## src/rtl/pipeline_hazard_ctrl_pkg.sv

```systemverilog
// Shared types for the pipeline stall/flush sequencer.
// Control word bit order: pc, if_id, id_ex, ex_mem, mem_wb, bubble, flush, drop.
package pipeline_hazard_ctrl_pkg;

   localparam int REG_W = 5;

   typedef enum logic [1:0] {
      CTRL_RUN,
      CTRL_DMEM_WAIT,
      CTRL_DROP
   } ctrl_state_t;

   typedef struct packed {
      logic pc;
      logic if_id;
      logic id_ex;
      logic ex_mem;
      logic mem_wb;
      logic bubble;
      logic flush;
      logic drop;
   } ctrl_out_t;

   localparam ctrl_out_t OUT_FREEZE = 8'b00000_000;
   localparam ctrl_out_t OUT_ALL    = 8'b11111_000;
   localparam ctrl_out_t OUT_REDIR  = 8'b11111_110;
   localparam ctrl_out_t OUT_HOLD   = 8'b00111_100;

endpackage

```

## src/rtl/pipeline_hazard_ctrl_if.sv

```systemverilog
// Datapath <-> hazard controller bundle.
// The datapath is master, the controller is slave.
interface pipeline_hazard_ctrl_if;
   import pipeline_hazard_ctrl_pkg::*;

   logic             id_valid;
   logic [REG_W-1:0] id_rs1_s;
   logic [REG_W-1:0] id_rs2_s;
   logic             ex_valid;
   logic [REG_W-1:0] ex_rd_s;
   logic             ex_mem_rd;
   logic             ex_redirect;
   logic             imem_resp;
   logic             dmem_req;
   logic             dmem_resp;

   logic             pc_en;
   logic             if_id_en;
   logic             id_ex_en;
   logic             ex_mem_en;
   logic             mem_wb_en;
   logic             id_ex_bubble;
   logic             if_id_flush;
   logic             drop_imem_resp;

   modport master (
      output id_valid, id_rs1_s, id_rs2_s,
      output ex_valid, ex_rd_s, ex_mem_rd,
      output ex_redirect, imem_resp,
      output dmem_req, dmem_resp,
      input  pc_en, if_id_en, id_ex_en,
      input  ex_mem_en, mem_wb_en,
      input  id_ex_bubble, if_id_flush,
      input  drop_imem_resp
   );

   modport slave (
      input  id_valid, id_rs1_s, id_rs2_s,
      input  ex_valid, ex_rd_s, ex_mem_rd,
      input  ex_redirect, imem_resp,
      input  dmem_req, dmem_resp,
      output pc_en, if_id_en, id_ex_en,
      output ex_mem_en, mem_wb_en,
      output id_ex_bubble, if_id_flush,
      output drop_imem_resp
   );

endinterface

```

## src/rtl/pipeline_hazard_ctrl_hazard_detect.sv

```systemverilog
// Load-use detector: a load in EX whose rd feeds the ID instruction.
// x0 never creates a dependency.
module hazard_detect
   import pipeline_hazard_ctrl_pkg::*;
(
   input  logic             id_valid,
   input  logic [REG_W-1:0] id_rs1_s,
   input  logic [REG_W-1:0] id_rs2_s,
   input  logic             ex_valid,
   input  logic [REG_W-1:0] ex_rd_s,
   input  logic             ex_mem_rd,
   output logic             load_use
);

   logic rd_nz;
   logic hit;

   assign rd_nz = |ex_rd_s;
   assign hit   = (ex_rd_s == id_rs1_s) |
                  (ex_rd_s == id_rs2_s);

   assign load_use = ex_valid & ex_mem_rd &
                     rd_nz & id_valid & hit;

endmodule

```

## src/rtl/pipeline_hazard_ctrl.sv

```systemverilog
// Stall/flush sequencer for the 5-stage RV32I pipeline.
// Drives stage enables, bubbles, flushes and stale-fetch drops.
module pipeline_hazard_ctrl
   import pipeline_hazard_ctrl_pkg::*;
#(
   parameter int CNT_W = 32
) (
   input  logic                 clk,
   input  logic                 rst_n,
   pipeline_hazard_ctrl_if.slave bus,
   output logic [CNT_W-1:0]     stall_cnt,
   output logic [CNT_W-1:0]     flush_cnt
);

   ctrl_state_t state;
   ctrl_state_t nxt;
   ctrl_out_t   o;
   logic        load_use;
   logic        dstall;
   logic        flush_inc;

   hazard_detect u_hd (
      .id_valid  (bus.id_valid),
      .id_rs1_s  (bus.id_rs1_s),
      .id_rs2_s  (bus.id_rs2_s),
      .ex_valid  (bus.ex_valid),
      .ex_rd_s   (bus.ex_rd_s),
      .ex_mem_rd (bus.ex_mem_rd),
      .load_use  (load_use)
   );

   assign dstall = bus.dmem_req & ~bus.dmem_resp;

   always_comb begin
      o         = OUT_FREEZE;
      nxt       = state;
      flush_inc = 1'b0;
      unique case (state)
         CTRL_RUN, CTRL_DMEM_WAIT: begin
            if (dstall) begin
               o   = OUT_FREEZE;
               nxt = CTRL_DMEM_WAIT;
            end else if (bus.ex_redirect) begin
               o         = OUT_REDIR;
               o.drop    = bus.imem_resp;
               flush_inc = 1'b1;
               nxt       = bus.imem_resp ? CTRL_RUN
                                         : CTRL_DROP;
            end else if (load_use || !bus.imem_resp) begin
               o   = OUT_HOLD;
               nxt = CTRL_RUN;
            end else begin
               o   = OUT_ALL;
               nxt = CTRL_RUN;
            end
         end
         CTRL_DROP: begin
            o        = OUT_HOLD;
            o.id_ex  = ~dstall;
            o.ex_mem = ~dstall;
            o.mem_wb = ~dstall;
            // wrong-path fetch lands: discard it, fetch target
            if (bus.imem_resp) begin
               o.pc   = 1'b1;
               o.drop = 1'b1;
               nxt    = CTRL_RUN;
            end
         end
         default: nxt = CTRL_RUN;
      endcase
   end

   assign bus.pc_en          = rst_n & o.pc;
   assign bus.if_id_en       = rst_n & o.if_id;
   assign bus.id_ex_en       = rst_n & o.id_ex;
   assign bus.ex_mem_en      = rst_n & o.ex_mem;
   assign bus.mem_wb_en      = rst_n & o.mem_wb;
   assign bus.id_ex_bubble   = rst_n & o.bubble;
   assign bus.if_id_flush    = rst_n & o.flush;
   assign bus.drop_imem_resp = rst_n & o.drop;

   always_ff @(posedge clk or negedge rst_n) begin
      if (!rst_n) begin
         state     <= CTRL_RUN;
         stall_cnt <= '0;
         flush_cnt <= '0;
      end else begin
         state <= nxt;
         if (!o.pc && stall_cnt != '1)
            stall_cnt <= stall_cnt + CNT_W'(1);
         if (flush_inc && flush_cnt != '1)
            flush_cnt <= flush_cnt + CNT_W'(1);
      end
   end

endmodule

```

## src/flat_wrapper.sv

```systemverilog
// flat-port wrapper written by rule: the top's interface ports become plain ports
module pipeline_hazard_ctrl_flat import pipeline_hazard_ctrl_pkg::*;
#(
   parameter int CNT_W = 32
)
  (clk, rst_n, stall_cnt, flush_cnt, bus_id_valid, bus_id_rs1_s, bus_id_rs2_s, bus_ex_valid, bus_ex_rd_s, bus_ex_mem_rd, bus_ex_redirect, bus_imem_resp, bus_dmem_req, bus_dmem_resp, bus_pc_en, bus_if_id_en, bus_id_ex_en, bus_ex_mem_en, bus_mem_wb_en, bus_id_ex_bubble, bus_if_id_flush, bus_drop_imem_resp);
  pipeline_hazard_ctrl_if bus_i ();
  input  logic clk;
  input  logic rst_n;
  output logic [CNT_W-1:0] stall_cnt;
  output logic [CNT_W-1:0] flush_cnt;
  input wire logic [$bits(bus_i.id_valid)-1:0] bus_id_valid;
  input wire logic [$bits(bus_i.id_rs1_s)-1:0] bus_id_rs1_s;
  input wire logic [$bits(bus_i.id_rs2_s)-1:0] bus_id_rs2_s;
  input wire logic [$bits(bus_i.ex_valid)-1:0] bus_ex_valid;
  input wire logic [$bits(bus_i.ex_rd_s)-1:0] bus_ex_rd_s;
  input wire logic [$bits(bus_i.ex_mem_rd)-1:0] bus_ex_mem_rd;
  input wire logic [$bits(bus_i.ex_redirect)-1:0] bus_ex_redirect;
  input wire logic [$bits(bus_i.imem_resp)-1:0] bus_imem_resp;
  input wire logic [$bits(bus_i.dmem_req)-1:0] bus_dmem_req;
  input wire logic [$bits(bus_i.dmem_resp)-1:0] bus_dmem_resp;
  output wire logic [$bits(bus_i.pc_en)-1:0] bus_pc_en;
  output wire logic [$bits(bus_i.if_id_en)-1:0] bus_if_id_en;
  output wire logic [$bits(bus_i.id_ex_en)-1:0] bus_id_ex_en;
  output wire logic [$bits(bus_i.ex_mem_en)-1:0] bus_ex_mem_en;
  output wire logic [$bits(bus_i.mem_wb_en)-1:0] bus_mem_wb_en;
  output wire logic [$bits(bus_i.id_ex_bubble)-1:0] bus_id_ex_bubble;
  output wire logic [$bits(bus_i.if_id_flush)-1:0] bus_if_id_flush;
  output wire logic [$bits(bus_i.drop_imem_resp)-1:0] bus_drop_imem_resp;
  assign bus_i.id_valid = bus_id_valid;
  assign bus_i.id_rs1_s = bus_id_rs1_s;
  assign bus_i.id_rs2_s = bus_id_rs2_s;
  assign bus_i.ex_valid = bus_ex_valid;
  assign bus_i.ex_rd_s = bus_ex_rd_s;
  assign bus_i.ex_mem_rd = bus_ex_mem_rd;
  assign bus_i.ex_redirect = bus_ex_redirect;
  assign bus_i.imem_resp = bus_imem_resp;
  assign bus_i.dmem_req = bus_dmem_req;
  assign bus_i.dmem_resp = bus_dmem_resp;
  assign bus_pc_en = bus_i.pc_en;
  assign bus_if_id_en = bus_i.if_id_en;
  assign bus_id_ex_en = bus_i.id_ex_en;
  assign bus_ex_mem_en = bus_i.ex_mem_en;
  assign bus_mem_wb_en = bus_i.mem_wb_en;
  assign bus_id_ex_bubble = bus_i.id_ex_bubble;
  assign bus_if_id_flush = bus_i.if_id_flush;
  assign bus_drop_imem_resp = bus_i.drop_imem_resp;
  pipeline_hazard_ctrl #(.CNT_W(CNT_W)) u_core (.clk(clk), .rst_n(rst_n), .bus(bus_i), .stall_cnt(stall_cnt), .flush_cnt(flush_cnt));
endmodule
```

## config.mk

```make
export PLATFORM = sky130hd
export DESIGN_NAME = pipeline_hazard_ctrl_flat
export DESIGN_NICKNAME = d
export VERILOG_FILES = /design/src/rtl/pipeline_hazard_ctrl_pkg.sv /design/src/rtl/pipeline_hazard_ctrl_if.sv /design/src/rtl/pipeline_hazard_ctrl_hazard_detect.sv /design/src/rtl/pipeline_hazard_ctrl.sv /design/src/flat_wrapper.sv
export SDC_FILE = /design/constraint.sdc
export NUM_CORES = 1
export LEC_CHECK = 0
export ABC_AREA = 1
export BUFFER_PORTS_ARGS = -buffer_cell sky130_fd_sc_hd__clkbuf_2
export CAP_MARGIN = 20
export CORE_MARGIN = 1
export CORE_UTILIZATION = 55
export CTS_BUF_LIST = sky130_fd_sc_hd__clkbuf_8 sky130_fd_sc_hd__clkbuf_16
export DETAILED_ROUTE_END_ITERATION = 16
export PLACE_DENSITY_LB_ADDON = 0.1
export SYNTH_ARGS = -nofsm -noshare
export SYNTH_HDL_FRONTEND = slang
export SYNTH_SLANG_ARGS = --single-unit
```

## constraint.sdc

```tcl
create_clock -name clk -period 2 [get_ports clk]
set_input_delay 0.4 -clock clk [delete_from_list [all_inputs] [get_ports clk]]
set_output_delay 0.4 -clock clk [all_outputs]
set_load 0.03 [all_outputs]
```

After elaboration in Yosys (flattened, before gate mapping). Index checks and enable logic that the tools add are counted.

Flip-flop bits (word level): 66. Input bits: 24. Output and inout bits: 72. Logic and storage cells: 49.

Add/sub/neg operators: 2. Equal/unequal tests: 7. Mux-type cells: 13. Bitwise logic cells: 16. Reduce and logical (&&, ||, !) cells: 8.

Operator list (number): $add A32 B1 Y32 const B (2); $ne A32 B32 Y1 const B (2); $mux W8 (3); $pmux W8 S2 (1); $and A1 B1 Y1 (13); $eq A5 B5 Y1 (2); $mux W2 (4); $reduce_or A5 Y1 (1); $mux W1 (4); $pmux W2 S2 (1); $eq A2 B1 Y1 const B (1); $eq A2 B2 Y1 const B (1); $logic_and A1 B1 Y1 (2); $logic_not A1 Y1 (2); $logic_not A2 Y1 (1); $ne A2 B2 Y1 const B (1); $not A1 Y1 (2); $reduce_or A2 Y1 (1); $logic_or A1 B1 Y1 (1); $or A1 B1 Y1 (1).

Depth between registers and ports, before layout.
Depth after elaboration: 11. Depth in mapped cells: 13.

By module. A second synthesis with hierarchy kept.

Cell total of the unflattened synthesis: 759. Area total of the unflattened synthesis: 4645.7 um^2.

By module, submodules not included: pipeline_hazard_ctrl (times used 1, cells each 714, area an instance 4446.8 um^2, seq. area each 1651.6 um^2); hazard_detect (times used 1, cells each 45, area an instance 198.9 um^2, seq. area each 0.0 um^2).

Worst setup path after synthesis. OpenSTA, ideal clock, no wires.

Path kind: input -> output. From: input port bus_dmem_req. To: output port bus_drop_imem_resp. Arrival: 1.848 ns. Required time: 1.600 ns. Setup slack: -0.248 ns. Stages on the path: 9. Cell sequence: inv_1 > nor2_1 > nor2_1 > inv_1 > nor2_1 > inv_1 > o21ai_0 > inv_1 > nor3b_1.

Cells in the longest elaborated chain, start to end: 4.

RTL lines: start: declaration (line flat_wrapper.sv:20) `input wire logic [$bits(bus_i.dmem_req)-1:0] bus_dmem_req;`; $and A1 B1 Y1 (line pipeline_hazard_ctrl.sv:32) `assign dstall = bus.dmem_req & ~bus.dmem_resp;`; $mux W8 (line pipeline_hazard_ctrl.sv:40) `if (dstall) begin`; $pmux W8 S2 (line pipeline_hazard_ctrl.sv:38) `unique case (state)`; $and A1 B1 Y1 (line pipeline_hazard_ctrl.sv:80) `assign bus.drop_imem_resp = rst_n & o.drop;`; end: declaration (line flat_wrapper.sv:29) `output wire logic [$bits(bus_i.drop_imem_resp)-1:0] bus_drop_imem_resp;`.

No other way between the ends.

Final worst setup path.
From: register u_core.state[1]. To: output port bus_drop_imem_resp.

Cells in the longest elaborated chain, start to end: 4.

RTL lines: start: declaration (line pipeline_hazard_ctrl.sv:15) `ctrl_state_t state;`; start signal: assignment (line pipeline_hazard_ctrl.sv:88) `state <= nxt;`; $eq A2 B1 Y1 / $logic_not A2 Y1 (equally long branches) (line pipeline_hazard_ctrl.sv:38); $reduce_or A2 Y1 (line pipeline_hazard_ctrl.sv:38); $pmux W8 S2 (*) (line pipeline_hazard_ctrl.sv:38); $and A1 B1 Y1 (*) (line pipeline_hazard_ctrl.sv:80).

Mark *: on every way between the ends. The rest lies on a longest branch, timed or not.

==> metrics.txt <==
ANT cells 0; Total Routing Usage GR between 20% and 30%; NumNets Final slightly above 800; Final Hold Viols 0; pin count of the biggest net entering global routing between 50 and 60; height of the die ~92 um; Gate power share between 30% and 40%; leakage power 2.995 nW; Post-DRT Antenna Nets 0; post-synthesis area per instance 6.968 um2; largest family of logic cells by synthesized area simple AND/OR/NAND/NOR gates; worst reg2reg setup slack ~0.09 ns; Pwr per Cell Area a little over 700 nW/um2; Compound-Gate Fraction of Synth Area under 10%; status finished with violations; layout cells sized above 1 between 20% and 30%; Max IR drop VDD a little under 0.0007 V; R2R depth 14; FF/Latch Area 1653 um2; sequential power share about two fifths; total clock sinks 66; Synth top cells by count nand2_1 (288), dfrtp_1 (66), nor2_1 (57); footprint of the multi-input gates ~2600 um2; drc violations 0; WS Path Type flop to primary output; Max Freq ~470 MHz; Worst Path Required around 1.6 ns; Setup WS post-layout -0.1097 ns; initial core utilization about 57%; initial antenna violation count 0; CP startpoint u_core.state[1]; core area 7767 um2; violated checks setup timing; vias per inst approximately 5.2; switching portion of total power between 30% and 40%; Congestion Overflow GR 0; mux cell area share after synthesis 0%; simple-gate share of the synthesized area roughly two fifths; Post-CTS Hold Fix Bufs 0; clock buffer depth 2; Die ar. around 8400 um2; unrepaired setup endpoints after global routing yes; Switch Pwr approximately 1.5 mW; most common cell in the netlist nand2_1; fillcell total ~630; Routed WL roughly 12 mm; H-tree lvl count 3; crit start category flop; post-synthesis xor/xnor area fraction 12.38%; reg-to-reg critical path startpoint u_core.state[1]; main flop type after synthesis dfrtp_1; number of synthesized register bits 66; Post-Place Cells approximately 850; unique cell type count in the Yosys netlist 28; setup TNS -0.1271 ns; Post-synth ARST share 100.0%; Post-synth EDFFs 0; Area after DPL approximately 5200 um2; Synth area leader dfrtp_1; Area Overhead vs Synth 29.69%; critical path capture point type primary output; I/O pins 96; I/O Buffers 95; vias in the first global route between 4,000 and 5,000; Final Slew Violations 0; CP max FO 5; Syn Nets 664; first-pass GRT wire length roughly 20 mm; First DRT Iteration DRCs about 250; Setup Skew approximately 0.011 ns; top post-synthesis cells by area dfrtp_1 (37%), nand2_1 (24%), xor2_1 (7.7%), nor2_1 (4.8%), xnor2_1 (4.3%); via count roughly 4,700; worst skew pair latency about 0.35 ns; GP Congestion 0.9427; max cap viols 0; Gate Count Post-Synth 638; Setup crit end bus_drop_imem_resp; final cell area excluding filler cells 5766 um2; Yosys top cell area share 37.15%; TritonRoute pass-1 iters 5; cell internal pwr about 2.6 mW; Worst Max-Slew Pin Slew 0.7249 ns; Synth Area in Adders less than 1%; Clk pwr share slightly below 30%; DPL Wire Length ~8.6 mm; # rows 32; Setup violations, final 3; post-layout min period 2.110 ns; Die Span X 91.91 um; mapped cell area approximately 4400 um2; sequential fraction of the synthesis area between 30% and 40%; synth warn 0; clock buffer count from CTS 9; Non-Filler Instances just under 900; CP arrival roughly 1.7 ns; period utilisation layout 105.5%; DR WL/cell roughly 14 um; Clk pin slew, worst setup/hold paths roughly 0.070 ns; Reg2Reg Capture Point u_core.flush_cnt[15]; TritonCTS clock tree built; Hold Crit Class primary input to async pin; Relative slew margins between 50% and 60%; CTS Root Cell clkbuf_8
[per-stage QoR]
stage / hold WS (ns) / setup slack (ns) / util [%] / power, mW
final: 0.07147 / -0.1097 / 74.23 / 4.164
after global placement: 0.4283 / -0.005178 / 67.01 / 2.785
after detailed placement: 0.4298 / -0.09369 / 67.01 / 2.807
after floorplan: 0.1044 / 0.01230 / - / 2.417
after global routing: 0.06414 / -0.2098 / 74.23 / 4.384
after CTS: 0.05417 / -0.06305 / 71.20 / 4.067
[worst min-delay path by stage]
| stage | endpoint | start | depth (start not counted) |
|---|---|---|---|
| after floorplan | u_core.flush_cnt[0] | rst_n | 0 |
| after CTS | u_core.flush_cnt[7] | rst_n | 2 |
| final | u_core.flush_cnt[6] | rst_n | 2 |
| after detailed placement | u_core.flush_cnt[6] | rst_n | 2 |
| after global placement | u_core.flush_cnt[6] | rst_n | 2 |
| after global routing | u_core.flush_cnt[6] | rst_n | 2 |
[kinds of logic after synthesis]
family / after synthesis
AO/OA/AOI/OAI: 16
buffers and inverters: 65
adder cells (fa/ha/maj): 2
AND/OR/NAND/NOR: 427
XOR/XNOR: 62
flip-flops: 66
[power groups by stage]
stage                     sequential [mW]  clock [mW]  combinational [mW]
after floorplan                      1.90           0               0.518
after global placement               1.64           0                1.14
after detailed placement             1.65           0                1.16
after CTS                            1.62        1.24                1.21
after global routing                 1.64        1.28                1.46
final                                1.62        1.22                1.33
[cells in the final DEF (no fill, tap or decap), types with 10 or more instances in the layout]
master    netlist  routed
nor3_1         26      24
clkbuf_2        0      89
nor4_1         13      13
xor2_1         39      39
buf_4           2      46
clkbuf_8        0      10
inv_1          50      50
nand4_1        11      11
nand3_1        15      13
xnor2_1        22      22
nor2_1         57      51
dfrtp_1        66      65
nand2_1       288     288
[state kept, by name (all words and copies together), names as in the netlist]
signal	cells
u_core.flush_cnt	32
u_core.stall_cnt	32
u_core.state	2
[timing repair]
item / 4_1_cts / 5_1_grt
gates resized for setup: 12 / 30
setup endpoints to repair: 33 / 62
setup buffers: 11 / 9
pin swaps: 5 / 6
cloned: 0 / 3
[routing by layer]
layer,wire length [um],global-route usage (%),vias up
met5,0,0,-
met4,371,12.76,0
met3,500,4.892,35
met2,6479,52.86,138
met1,5134,35.24,2197
li1,-,-,2289
[critical path: stages, from the launching register on]
cell and delay (ns):
dfrtp_1 0.40, nor2_2 0.15, inv_1 0.06, nor2_2 0.11, inv_2 0.08, o21ai_2 0.07
inv_2 0.08, nor3b_2 0.22, clkbuf_8 0.20
[area by class of cell]
type	instances	area share (%)
Clock inverter	7	1.497
Clock buffer	9	2.148
Tap cell	102	2.214
Timing Repair Buffer	148	17.27
Inverter	51	3.385
Sequential cell	66	28.67
Multi-Input combinational cell	508	44.81
No activity file was read; power rests on OpenSTA's default activity.
